$ cat src/rtl/vc_pkg.sv
// ============================================================================
// Module   : vc_pkg
// Brief    : Shared state encoding and default widths for vector_checker.
// Revision : 1.0 - initial release
// ============================================================================
`default_nettype none

package vc_pkg;

  localparam int C_DATA_W  = 8;
  localparam int C_ADDR_W  = 4;
  localparam int C_TIMEOUT = 15;
  localparam int C_TIMER_W = 8;

  typedef enum logic [1:0] {
    ST_IDLE  = 2'd0,
    ST_DRIVE = 2'd1,
    ST_WAIT  = 2'd2,
    ST_DONE  = 2'd3
  } state_t;

endpackage

`default_nettype wire

$ cat src/rtl/vc_vec_mem.sv
// ============================================================================
// Module   : vc_vec_mem
// Brief    : Stimulus/expected-response table, one sync write, async read.
// Revision : 1.0 - initial release
// ============================================================================
`default_nettype none

module vc_vec_mem
  import vc_pkg::*;
#(
  parameter int DATA_W = C_DATA_W,
  parameter int ADDR_W = C_ADDR_W
) (
  input  logic              clk,
  input  logic              wr_en,
  input  logic [ADDR_W-1:0] wr_addr,
  input  logic [DATA_W-1:0] wr_stim,
  input  logic [DATA_W-1:0] wr_exp,
  input  logic [ADDR_W-1:0] rd_addr,
  output logic [DATA_W-1:0] rd_stim,
  output logic [DATA_W-1:0] rd_exp
);

  localparam int DEPTH = 2 ** ADDR_W;

  // Contents deliberately survive reset so a run can be repeated without reloading.
  logic [DATA_W-1:0] r_stim_mem [DEPTH];
  logic [DATA_W-1:0] r_exp_mem  [DEPTH];

  always_ff @(posedge clk) begin
    if (wr_en) begin
      r_stim_mem[wr_addr] <= wr_stim;
      r_exp_mem[wr_addr]  <= wr_exp;
    end
  end

  assign rd_stim = r_stim_mem[rd_addr];
  assign rd_exp  = r_exp_mem[rd_addr];

endmodule

`default_nettype wire

$ cat config.mk
export PLATFORM = sky130hd
export DESIGN_NAME = vc_vec_mem
export DESIGN_NICKNAME = d
export VERILOG_FILES = /design/src/rtl/vc_pkg.sv /design/src/rtl/vc_vec_mem.sv
export SDC_FILE = /design/constraint.sdc
export NUM_CORES = 1
export LEC_CHECK = 0
export CORE_MARGIN = 2
export CORE_UTILIZATION = 50
export CTS_BUF_LIST = sky130_fd_sc_hd__clkbuf_2 sky130_fd_sc_hd__clkbuf_4 sky130_fd_sc_hd__clkbuf_8
export CTS_CLUSTER_SIZE = 10
export DETAILED_ROUTE_END_ITERATION = 12
export GPL_ROUTABILITY_DRIVEN = 0
export GPL_TIMING_DRIVEN = 0
export PLACE_DENSITY = 0.7
export SLEW_MARGIN = 30
export SYNTH_ARGS = -nofsm -noshare
export SYNTH_HDL_FRONTEND = slang
export SYNTH_SLANG_ARGS = --single-unit
$ cat constraint.sdc
create_clock -name clk -period 2.7 [get_ports clk]
set_input_delay 0.675 -clock clk [delete_from_list [all_inputs] [get_ports clk]]
set_output_delay 0.675 -clock clk [all_outputs]
set_load 0.02 [all_outputs]
* Word-level counts from Yosys, hierarchy flattened *
Memories as Yosys holds them, arrays and structs flattened.
Index checks and enable logic that the tools add are counted.

word-level totals
  memory bits (writable) = 256
  word-level logic and storage cells = 4
  flip-flop bits (word level) = 0
  memories = 2
  output and inout port bits = 16
  input bits = 26

cells by class
  muxes and demuxes = 2

memory list
  name        depth  width  read ports  clocked after memory_dff  write ports  line              text
  r_exp_mem   16     8      1           0                         1            vc_vec_mem.sv:28  logic [DATA_W-1:0] r_exp_mem [DEPTH];
  r_stim_mem  16     8      1           0                         1            vc_vec_mem.sv:27  logic [DATA_W-1:0] r_stim_mem [DEPTH];

operators with widths
  operator          count
  1-bit 2-to-1 mux  2

* Logic depth before layout (Yosys ltp) *
Gate-level depths: netlist of the first run.

  word-level depth = 2
  mapped depth = 5
  gate-level depth less buffers = 3

* Worst setup path before layout of the first run *
Ideal clock, no wire load.

  path kind = input -> register
  start = input port wr_addr[3]
  end = memory r_exp_mem[0][0] (netlist name) (enable)
  data arrival time = 2.321 ns
  library setup time = 0.409 ns
  data required time = 2.291 ns
  path slack = -0.030 ns
  stages on the path = 2
  path buffers = 0
  path through = or3b_2 > nor3_1

RTL lines
  what                line              text
  start: declaration  vc_vec_mem.sv:16  input logic [ADDR_W-1:0] wr_addr,
  end: declaration    vc_vec_mem.sv:28

No word-level cell before the write port.

* Worst setup path after layout of the first run *
  start = input port rd_addr[0]
  end = output port rd_exp[6]

on the way
  cells in the longest elaborated chain, start to end = 1

RTL lines
  what                    line              text
  start: declaration      vc_vec_mem.sv:19  input logic [ADDR_W-1:0] rd_addr,
  memory read 16 x 8 bit  -
  end: declaration        vc_vec_mem.sv:21  output logic [DATA_W-1:0] rd_exp

Every way passes these cells.

==> results.txt, run 1 <==
Outcome -> finished with violations
Failing checks -> negative setup slack
CTS tree -> done
Antenna violations before repair -> 0
Sequential fraction of the synthesis area -> 78.7%
Prevailing post-synth register cell -> edfxtp_1
Maximum fanout along the worst path -> 6
DRT antenna net count -> 0
IR drop worst, VDD -> 0.465 mV
Critical path launch point type -> primary input
Max-cap violation count -> 0
Buffers on Ports -> 39
#FFs+latches synth -> 256
First drt pass iteration count -> 5
Drt wl/cell -> 25.6 um
Syn Nets -> 442
Worst-path clk slew -> 0.06 ns
Total power draw -> 0.00850 W
Sum Neg Setup Slack -> -0.00185 ns
Most frequent cells in the layout -> edfxtp_1, mux4_2, clkbuf_8
Setup-failing EPs final -> 1
Setup slack after layout -> -0.00185 ns
Total gr overflow -> 0
DP Area -> 10,700 um2
Ratio of cells with drive above 1 in the final layout -> 40.3%
Hold Slack -> 1.03 ns
Final WL -> 20,900 um
Initial DRC Count -> 563
H-Tree Depth -> 2
Flop pwr share -> 52.7%
Cts hold-fix bufs -> 0
Core area -> 19,300 um2
Hold path depth -> 1
Sink Count -> 256
Global-route wire length before repair -> 30,800 um
DP Worst Slack -> -1.31 ns
CP Data Required Time -> 2.03 ns
Vias per cell -> 5.84
Worst setup EP type -> output port
Fill count -> 1,352
Vias after detailed routing -> 4,755
Crit path kind -> primary input to output port
Synth top area share -> 78.7%
Peak Freq -> 370 MHz
I/O pin cnt -> 42
Cell area after layout -> 11,900 um2
Mapped Avg Cell Area -> 23.5 um2
FFs w/ async S/R, synth -> 0%
Post-DP HPWL -> 11,900 um
Measured slew at the worst slew-check pin -> 0.747 ns
Max_slew headroom -> 50.1%
Leakage power -> 3.84 nW
GRT Total Usage -> 21.1%
Leading cell type in the layout, fill and taps excluded -> edfxtp_1
Int Power -> 0.00671 W
Cts bufs inserted -> 41
Vias in the first global route -> 4,970
Final Critical Period -> 2.70 ns
Row cnt -> 51
Die area -> 20,700 um2
Synth unique cells -> 21
Die height -> 144 um
P&R area growth vs syn -> 21.6%
Switch share -> 21.0%
Leading area contributor after synthesis -> edfxtp_1
Longest Clk Path Bufs -> 3
Logic pwr share -> 6.8%
Hold Fails Final Rpt -> 0
Final cycle utilization of the critical path -> 100%
Root Buffer -> clkbuf_8
YS warnings -> 0
Starting Density -> 50.5%
Mapped Area -> 9770 um2
CP arrival -> 2.03 ns
RSZ-0062 raised after global routing -> yes
Die X -> 144 um
Antenna cells -> 0
Residual DRC -> 0
Slew Limit Fails -> 0
Dominant cells by area after synthesis -> edfxtp_1, mux4_2, mux4_1
P_sw -> 0.00179 W
Post-Syn Instances -> 416
Post-synth EDFFs -> 256
Total power divided by cell area -> 715 nW/um2
Hold Crit Class -> primary input to flop
Clock network power share -> 40.5%
Fin nets -> 543
Largest net degree at the start of global routing -> 17
==> power by group through the flow <==
stage	Combinational, W	Sequential (W)	Clock (W)
6_report	0.000581	0.00448	0.00344
5_1_grt	0.000617	0.00448	0.00365
4_1_cts	0.000557	0.00448	0.00349
3_5_place_dp	0.000517	0.00456	0
3_3_place_gp	0.000486	0.00455	0
2_1_floorplan	0.000275	0.00455	0
==> metal layers <==
metal	up-vias	GRT usage (%)	wire length, um	share of wire, %
met2	201	33.6	10300	49
li1	2006	-	-	-
met5	-	0	0	0
met4	0	6.14	306	1.5
met3	25	4.27	1450	7.0
met1	2523	30.2	8830	42
==> kinds of logic (layout without fill, tap and decap cells) <==
| kind of cell | Yosys count | count (layout) | synth area share, % |
|---|---|---|---|
| mux | 64 | 64 | 15.1 |
| flops | 256 | 256 | 78.7 |
| simple gates | 43 | 43 | 1.97 |
| compound gates | 32 | 32 | 2.46 |
| buf+inv | 21 | 154 | 1.70 |
==> registers in the layout (all words and copies together), names as in the netlist <==
name / cells
r_exp_mem: 128
r_stim_mem: 128
==> synthesized netlist by cell type, types with 2 or more instances <==
master and n:
nor2_1 13, mux4_2 54, buf_2 4, mux4_1 10
nor3_1 4, buf_6 4, a22oi_1 32, dlygate4sd1_1 3
nor2b_1 2, nand2b_1 2, edfxtp_1 256, nand3b_1 2
clkbuf_1 3, buf_4 4, nand2_1 17
==> path summary, 6_finish.rpt <==
kind / startpoint / slack (ns) / to
worst max-delay path: rd_addr[0] / -0.002 / rd_exp[6]
worst min-delay path: wr_stim[1] / 1.03 / r_stim_mem[5][1]
==> metrics by stage <==
step,std cells,utilization (%)
2_1_floorplan,416,-
3_3_place_gp,720,54.3
3_5_place_dp,727,55.2
4_1_cts,812,60.9
5_1_grt,814,61.4
6_report,814,61.4
==> critical path, cell delays in order <==
cell	delay, ns
buf_16	0.13
buf_8	0.13
buf_16	0.13
mux4_2	0.50
a22oi_2	0.21
nand2_2	0.10
buf_6	0.15
==> layout make-up <==
cell class              instances  area (um2)  share of cell area (%)
well taps                     265         332                    2.79
clock inverters                16         151                    1.27
multi-input cells             139        2130                    17.9
flip-flops and latches        256        7690                    64.7
repair buffers                 59         601                    5.06
plain buffers                  20         268                    2.25
clock buffers                  59         712                    5.99
==> repair_timing <==
item | CTS | global route
setup buffers | 8 | 1
endpoints found under the setup margin | 16 | 16
resized for setup | 123 | 31
pin swaps | 6 | 5
cloned | 3 | 1
No activity file was read; power rests on OpenSTA's default activity.
==> run 2, diff against run 1 <==
--- a/config.mk
+++ b/config.mk
@@ -13,6 +13,8 @@
 export GPL_ROUTABILITY_DRIVEN = 0
 export GPL_TIMING_DRIVEN = 0
 export PLACE_DENSITY = 0.7
+export SETUP_SLACK_MARGIN = 0.5
+export SKIP_LAST_GASP = 1
 export SLEW_MARGIN = 30
 export SYNTH_ARGS = -nofsm -noshare
 export SYNTH_HDL_FRONTEND = slang
==> run 2 against run 1 <==
  * The run now ends clean
  * Clock power shrank 9.0%
  * Combinational power up 18%
  * Critical path type unchanged
  * Die area stayed put
  * Hold slack better by 0.024 ns
  * Global-route usage hardly changed
  * First-iteration DRC count is 26% lower
  * Design area is 6.3% higher
  * Power is 2.4% lower
  * Final cell count grew 4.5%
  * Fmax increased by 2.7%
  * Sequential share of layout area is 3.9 points lower
  * Non-clock buffer count up 40
==> results.txt, run 2 (synthesized netlist as in run 1, its figures left out) <==
Outcome -> complete, no violations
Max_slew headroom -> 63.7% (+14 points)
IR drop worst, VDD -> 0.413 mV (-11%)
Measured slew at the worst slew-check pin -> 0.542 ns (-0.205 ns)
GR Util met3 -> 4.17% (-0.10 points)
Post-DP HPWL -> 11,800 um (-0.76%)
Largest net degree at the start of global routing -> 17 (unchanged)
DRT antenna net count -> 0 (unchanged)
Hold path depth -> 1 (unchanged)
Initial DRC Count -> 419 (-26%)
Top Family by Delay on Critical Path -> buffers and inverters
Max-cap violation count -> 0 (unchanged)
Maximum fanout along the worst path -> 5 (-1)
Leading cell type in the layout, fill and taps excluded -> edfxtp_1
Met2 Usage GRT -> 35.5% (+1.9 points)
Worst-path clk slew -> 0.06 ns (about the same)
Starting Density -> 50.5% (unchanged)
Critical path launch point type -> primary input
Slowest cell on crit path -> dlygate4sd2_1
Ratio of cells with drive above 1 in the final layout -> 48.6% (+8.4 points)
Most frequent cells in the layout -> edfxtp_1, mux4_2, clkbuf_8
Hold Fails Final Rpt -> 0 (unchanged)
Crit path kind -> primary input to output port
Worst path max stage delay -> 0.28 ns (-0.22 ns)
Met1 GRT Util -> 27.7% (-2.5 points)
Peak Freq -> 380 MHz (+2.7%)
Buffers on Ports -> 39 (unchanged)
Row cnt -> 51 (unchanged)
Core area -> 19,300 um2 (unchanged)
Critical Path, Cell by Cell -> dlygate4sd2_1 > and2_1 > clkbuf_8 > clkbuf_16 > a22oi_2 > nand2_2 > buf_2
Slew Limit Fails -> 0 (unchanged)
Cts bufs inserted -> 42 (+2.4%)
Die area -> 20,700 um2 (unchanged)
Leakage power -> 4.13 nW (+7.5%)
Residual DRC -> 0 (unchanged)
Antenna violations before repair -> 0 (unchanged)
RSZ-0062 raised after global routing -> yes
Final WL -> 21,600 um (+3.3%)
Antenna cells -> 0 (unchanged)
WP buf/inv -> 4 (unchanged)
I/O pin cnt -> 42 (unchanged)
CP Data Required Time -> 2.03 ns (about the same)
H-Tree Depth -> 2 (unchanged)
Fin nets -> 584 (+7.6%)
Longest Clk Path Bufs -> 3 (unchanged)
Root Buffer -> clkbuf_8
Hold Crit Start -> wr_exp[6]
First drt pass iteration count -> 5 (unchanged)
Setup-failing EPs final -> 0 (-1)
Sink Count -> 256 (unchanged)
Hold Slack -> 1.05 ns (+0.0235 ns)
GRT Total Usage -> 21.1% (-0.050 points)
CP arrival -> 1.95 ns (-0.08 ns)
Crit path from -> rd_addr[3]
Total gr overflow -> 0 (unchanged)
Hold endpoint -> r_exp_mem[10][6]
Global-route wire length before repair -> 30,700 um (-0.25%)
DP Worst Slack -> -1.23 ns (+0.0797 ns)
Drt wl/cell -> 25.3 um (-1.2%)
Vias after detailed routing -> 4,857 (+2.1%)
Final cycle utilization of the critical path -> 97.4% (-2.7 points)
Setup slack after layout -> 0.0704 ns (+0.0723 ns)
Top Registers -> r_exp_mem: 128 flops, r_stim_mem: 128 flops
CTS tree -> done
Total power divided by cell area -> 657 nW/um2 (-8.2%)
Vias per cell -> 5.71 (-2.3%)
Busiest grt layer -> met2
Vias in the first global route -> 5,103 (+2.7%)
Die height -> 144 um (unchanged)
Die X -> 144 um (unchanged)
Hold Crit Class -> primary input to flop
Worst setup EP type -> output port
P&R area growth vs syn -> 29.3%
Final Critical Period -> 2.63 ns (-0.0723 ns)
## run 2: changes by cell type in the layout (fill, tap and decap cells not counted), sizes merged
cell,before,now
clkbuf,64,70
dlymetal6s2s,0,1
bufinv,3,0
buf,50,85
clkinvlp,2,0
clkinv,11,12
clkdlybuf4s15,1,0
## run 2: layout make-up
type                            instances  area, um2
Buffer                                 21        335
Clock buffer                           60        732
Clock inverter                         12       46.3
Fill cell                            1246       6700
Multi-Input combinational cell        139       2220
Sequential cell                       256       7690
Tap cell                              265        332
Timing Repair Buffer                   98       1280
## run 2: through the flow
stage	instance area [um2]	utilization [%]	power [W]	TNS, ns	cells
floorplan	10000	-	0.00488	0	416
global placement	10700	55.6	0.00510	-150.99	720
detailed placement	10900	56.4	0.00513	-44.83	724
CTS	12300	63.9	0.00831	0	831
global route	12600	65.3	0.00857	0	851
finish	12600	65.3	0.00830	0	851
## run 2: worst max-delay path by stage
stage / to / slack (ns) / depth (start not counted)
after floorplan: rd_exp[3] / 0.29 / 5
after global placement: rd_stim[1] / -1.24 / 6
after detailed placement: rd_stim[3] / -1.23 / 6
after CTS: rd_stim[2] / 0.002 / 7
after global routing: rd_exp[3] / 0.004 / 7
final: rd_stim[5] / 0.07 / 7
## run 2: what timing repair did
| action | in CTS | in global routing |
|---|---|---|
| setup buffers | 31 | 16 |
| gates resized for setup | 114 | 15 |
| setup endpoints to repair | 217 | 33 |
| gates cloned | 4 | 4 |
| hold buffers | 0 | 0 |
| pin swaps | 24 | 14 |
## run 2: power by group
group / internal (W) / switching (W)
clock: 0.00173 / 0.00141
combinational: 0.000342 / 0.000343
sequential: 0.00446 / 0.0000180
total: 0.00653 / 0.00177
## run 2: routing by layer
layer	share of wire, %	up-vias
li1	-	2075
met4	2.2	0
met3	5.6	41
met5	0	-
met2	52	190
met1	40	2551
==> run 3, diff against run 2 <==
--- a/config.mk
+++ b/config.mk
@@ -8,11 +8,13 @@
 export CORE_MARGIN = 2
 export CORE_UTILIZATION = 50
 export CTS_BUF_LIST = sky130_fd_sc_hd__clkbuf_2 sky130_fd_sc_hd__clkbuf_4 sky130_fd_sc_hd__clkbuf_8
-export CTS_CLUSTER_SIZE = 10
+export CTS_CLUSTER_DIAMETER = 120
+export CTS_CLUSTER_SIZE = 40
 export DETAILED_ROUTE_END_ITERATION = 12
+export DONT_BUFFER_PORTS = 1
 export GPL_ROUTABILITY_DRIVEN = 0
 export GPL_TIMING_DRIVEN = 0
-export PLACE_DENSITY = 0.7
+export PLACE_DENSITY = 0.68
 export SETUP_SLACK_MARGIN = 0.5
 export SKIP_LAST_GASP = 1
 export SLEW_MARGIN = 30
==> run 3 against run 2 <==
  * Worst setup slack better by 0.091 ns
  * Critical path type unchanged
  * Clock power down 53%
  * Power down 23%
  * Critical path depth down 2
  * Utilization down 9.0 points
  * Hold slack worse by 0.87 ns
  * Sequential power about the same
  * Critical endpoint is now rd_stim[1]
==> results.txt, run 3 (synthesized netlist as in run 1, its figures left out) <==
Crit path from -> rd_addr[0]
Worst setup EP type -> output port
Global-route wire length before repair -> 28,500 um (-7.2%)
Vias per cell -> 6.08 (+6.5%)
Hold Crit Start -> wr_exp[1]
Total gr overflow -> 0 (unchanged)
Max-cap violation count -> 0 (unchanged)
Leading cell type in the layout, fill and taps excluded -> edfxtp_1
Cts hold-fix bufs -> 0 (unchanged)
Critical Path, Cell by Cell -> buf_16 > buf_12 > mux4_2 > a22oi_2 > nand2_2
Fin nets -> 466 (-20%)
I/O pin cnt -> 42 (unchanged)
Buffers on Ports -> 0 (-100%)
Cts bufs inserted -> 10 (-76%)
Hold path depth -> 0 (-1)
Hold Crit Class -> primary input to flop
CP Data Required Time -> 2.03 ns (about the same)
Row cnt -> 51 (unchanged)
Measured slew at the worst slew-check pin -> 0.714 ns (+0.172 ns)
Stages on worst setup path -> 5 (-2)
Slowest cell on crit path -> mux4_2
Antenna violations before repair -> 0 (unchanged)
First drt pass iteration count -> 5 (unchanged)
Critical path launch point type -> primary input
Top Registers -> r_exp_mem: 128 flops, r_stim_mem: 128 flops
Max_slew headroom -> 52.3% (-11 points)
IR drop worst, VDD -> 0.586 mV (+42%)
Ratio of cells with drive above 1 in the final layout -> 39.5% (-9.1 points)
Most frequent cells in the layout -> edfxtp_1, mux4_2, a22oi_2
Reg area -> 7690 um2 (unchanged)
Worst-path clk slew -> 0.21 ns (+0.15 ns)
Sum Neg Setup Slack -> 0 ns (unchanged)
Antenna cells -> 0 (unchanged)
Final Critical Period -> 2.54 ns (-0.0907 ns)
Vias in the first global route -> 4,501 (-12%)
DRT antenna net count -> 0 (unchanged)
Outcome -> complete, no violations
Final cycle utilization of the critical path -> 94.0% (-3.4 points)
Initial DRC Count -> 407 (-2.9%)
Maximum fanout along the worst path -> 10 (+5)
Vias after detailed routing -> 4,285 (-12%)
Root Buffer -> clkbuf_8
Longest Clk Path Bufs -> 3 (unchanged)
Die X -> 144 um (unchanged)
Core area -> 19,300 um2 (unchanged)
Setup slack after layout -> 0.161 ns (+0.0907 ns)
Residual DRC -> 0 (unchanged)
Total power divided by cell area -> 589 nW/um2 (-10%)
Leakage power -> 3.26 nW (-21%)
Post-DP HPWL -> 11,800 um (+0.23%)
RSZ-0062 raised after global routing -> yes
Sink Count -> 256 (unchanged)
Setup-failing EPs final -> 0 (unchanged)
Top Family by Delay on Critical Path -> multiplexers
WP buf/inv -> 2 (-2)
Fill count -> 1,387 (+11%)
Final WL -> 19,500 um (-9.8%)
H-Tree Depth -> 1 (-1)
DP Worst Slack -> -0.206 ns (+1.03 ns)
Hold Fails Final Rpt -> 0 (unchanged)
P&R area growth vs syn -> 11.5%
Worst path max stage delay -> 0.53 ns (+0.25 ns)
GRT Total Usage -> 19.6% (-1.5 points)
Total power draw -> 0.00641 W (-23%)
Final Util -> 56.3% (-9.0 points)
Die height -> 144 um (unchanged)
Drt wl/cell -> 27.6 um (+8.9%)
Largest net degree at the start of global routing -> 41 (+24)
Crit path kind -> primary input to output port
Slew Limit Fails -> 0 (unchanged)
CTS tree -> done
Peak Freq -> 394 MHz (+3.6%)
Starting Density -> 50.5% (unchanged)
CP arrival -> 1.86 ns (-0.09 ns)
Area taken by multi-input logic gates -> 2210 um2 (-0.39%)
Die area -> 20,700 um2 (unchanged)
run 3: cell count changes in the layout (fill, tap and decap cells not counted), moves of 2 or more:
cell	change
clkbuf_8	-36
buf_12	-23
clkdlybuf4s50_1	-21
buf_4	-17
clkbuf_4	-13
buf_6	-11
clkinv_1	-11
buf_2	-7
clkbuf_16	-5
buf_8	-2
clkbuf_2	+2
dlygate4sd2_1	-2
run 3: cell type report:
| type | instances | area share [%] |
|---|---|---|
| Clock inverter | 1 | 0.276 |
| Sequential cell | 256 | 70.6 |
| Clock buffer | 11 | 1.39 |
| Multi-Input combinational cell | 139 | 20.3 |
| Tap cell | 265 | 3.04 |
| Timing Repair Buffer | 12 | 1.90 |
| Buffer | 21 | 2.52 |
run 3: path summary, 6_finish.rpt:
path | end | slack (ns)
max | rd_stim[1] | 0.16
min | r_exp_mem[3][1] | 0.19
run 3: layer usage:
| metal | track usage (%) | part of all wire [%] |
|---|---|---|
| met5 | 0 | 0 |
| met4 | 2.73 | 1.3 |
| met3 | 3.10 | 5.9 |
| met2 | 32.2 | 50 |
| met1 | 28.9 | 43 |
run 3: per-stage QoR:
| stage | instance area (um2) | cells | hold WS [ns] |
|---|---|---|---|
| 6_report | 10900 | 705 | 0.188 |
| 5_1_grt | 10900 | 705 | 0.155 |
| 3_3_place_gp | 10400 | 681 | 0.775 |
| 3_5_place_dp | 10500 | 685 | 0.774 |
| 2_1_floorplan | 10000 | 416 | 0.774 |
| 4_1_cts | 10900 | 704 | 0.177 |
run 3: what timing repair did:
action,in CTS,in global routing
setup endpoints to repair,16,16
pin swaps,10,12
endpoints found under the hold margin,0,0
gates resized for setup,22,10
gates cloned,3,1
setup buffers,4,0
run 3: where the power goes:
group	switching, W	total, W	leakage [nW]	internal, W
logic	0.000256	0.000470	0.858	0.000214
clock network	0.00108	0.00147	0.0905	0.000395
registers	0.0000163	0.00447	2.31	0.00445
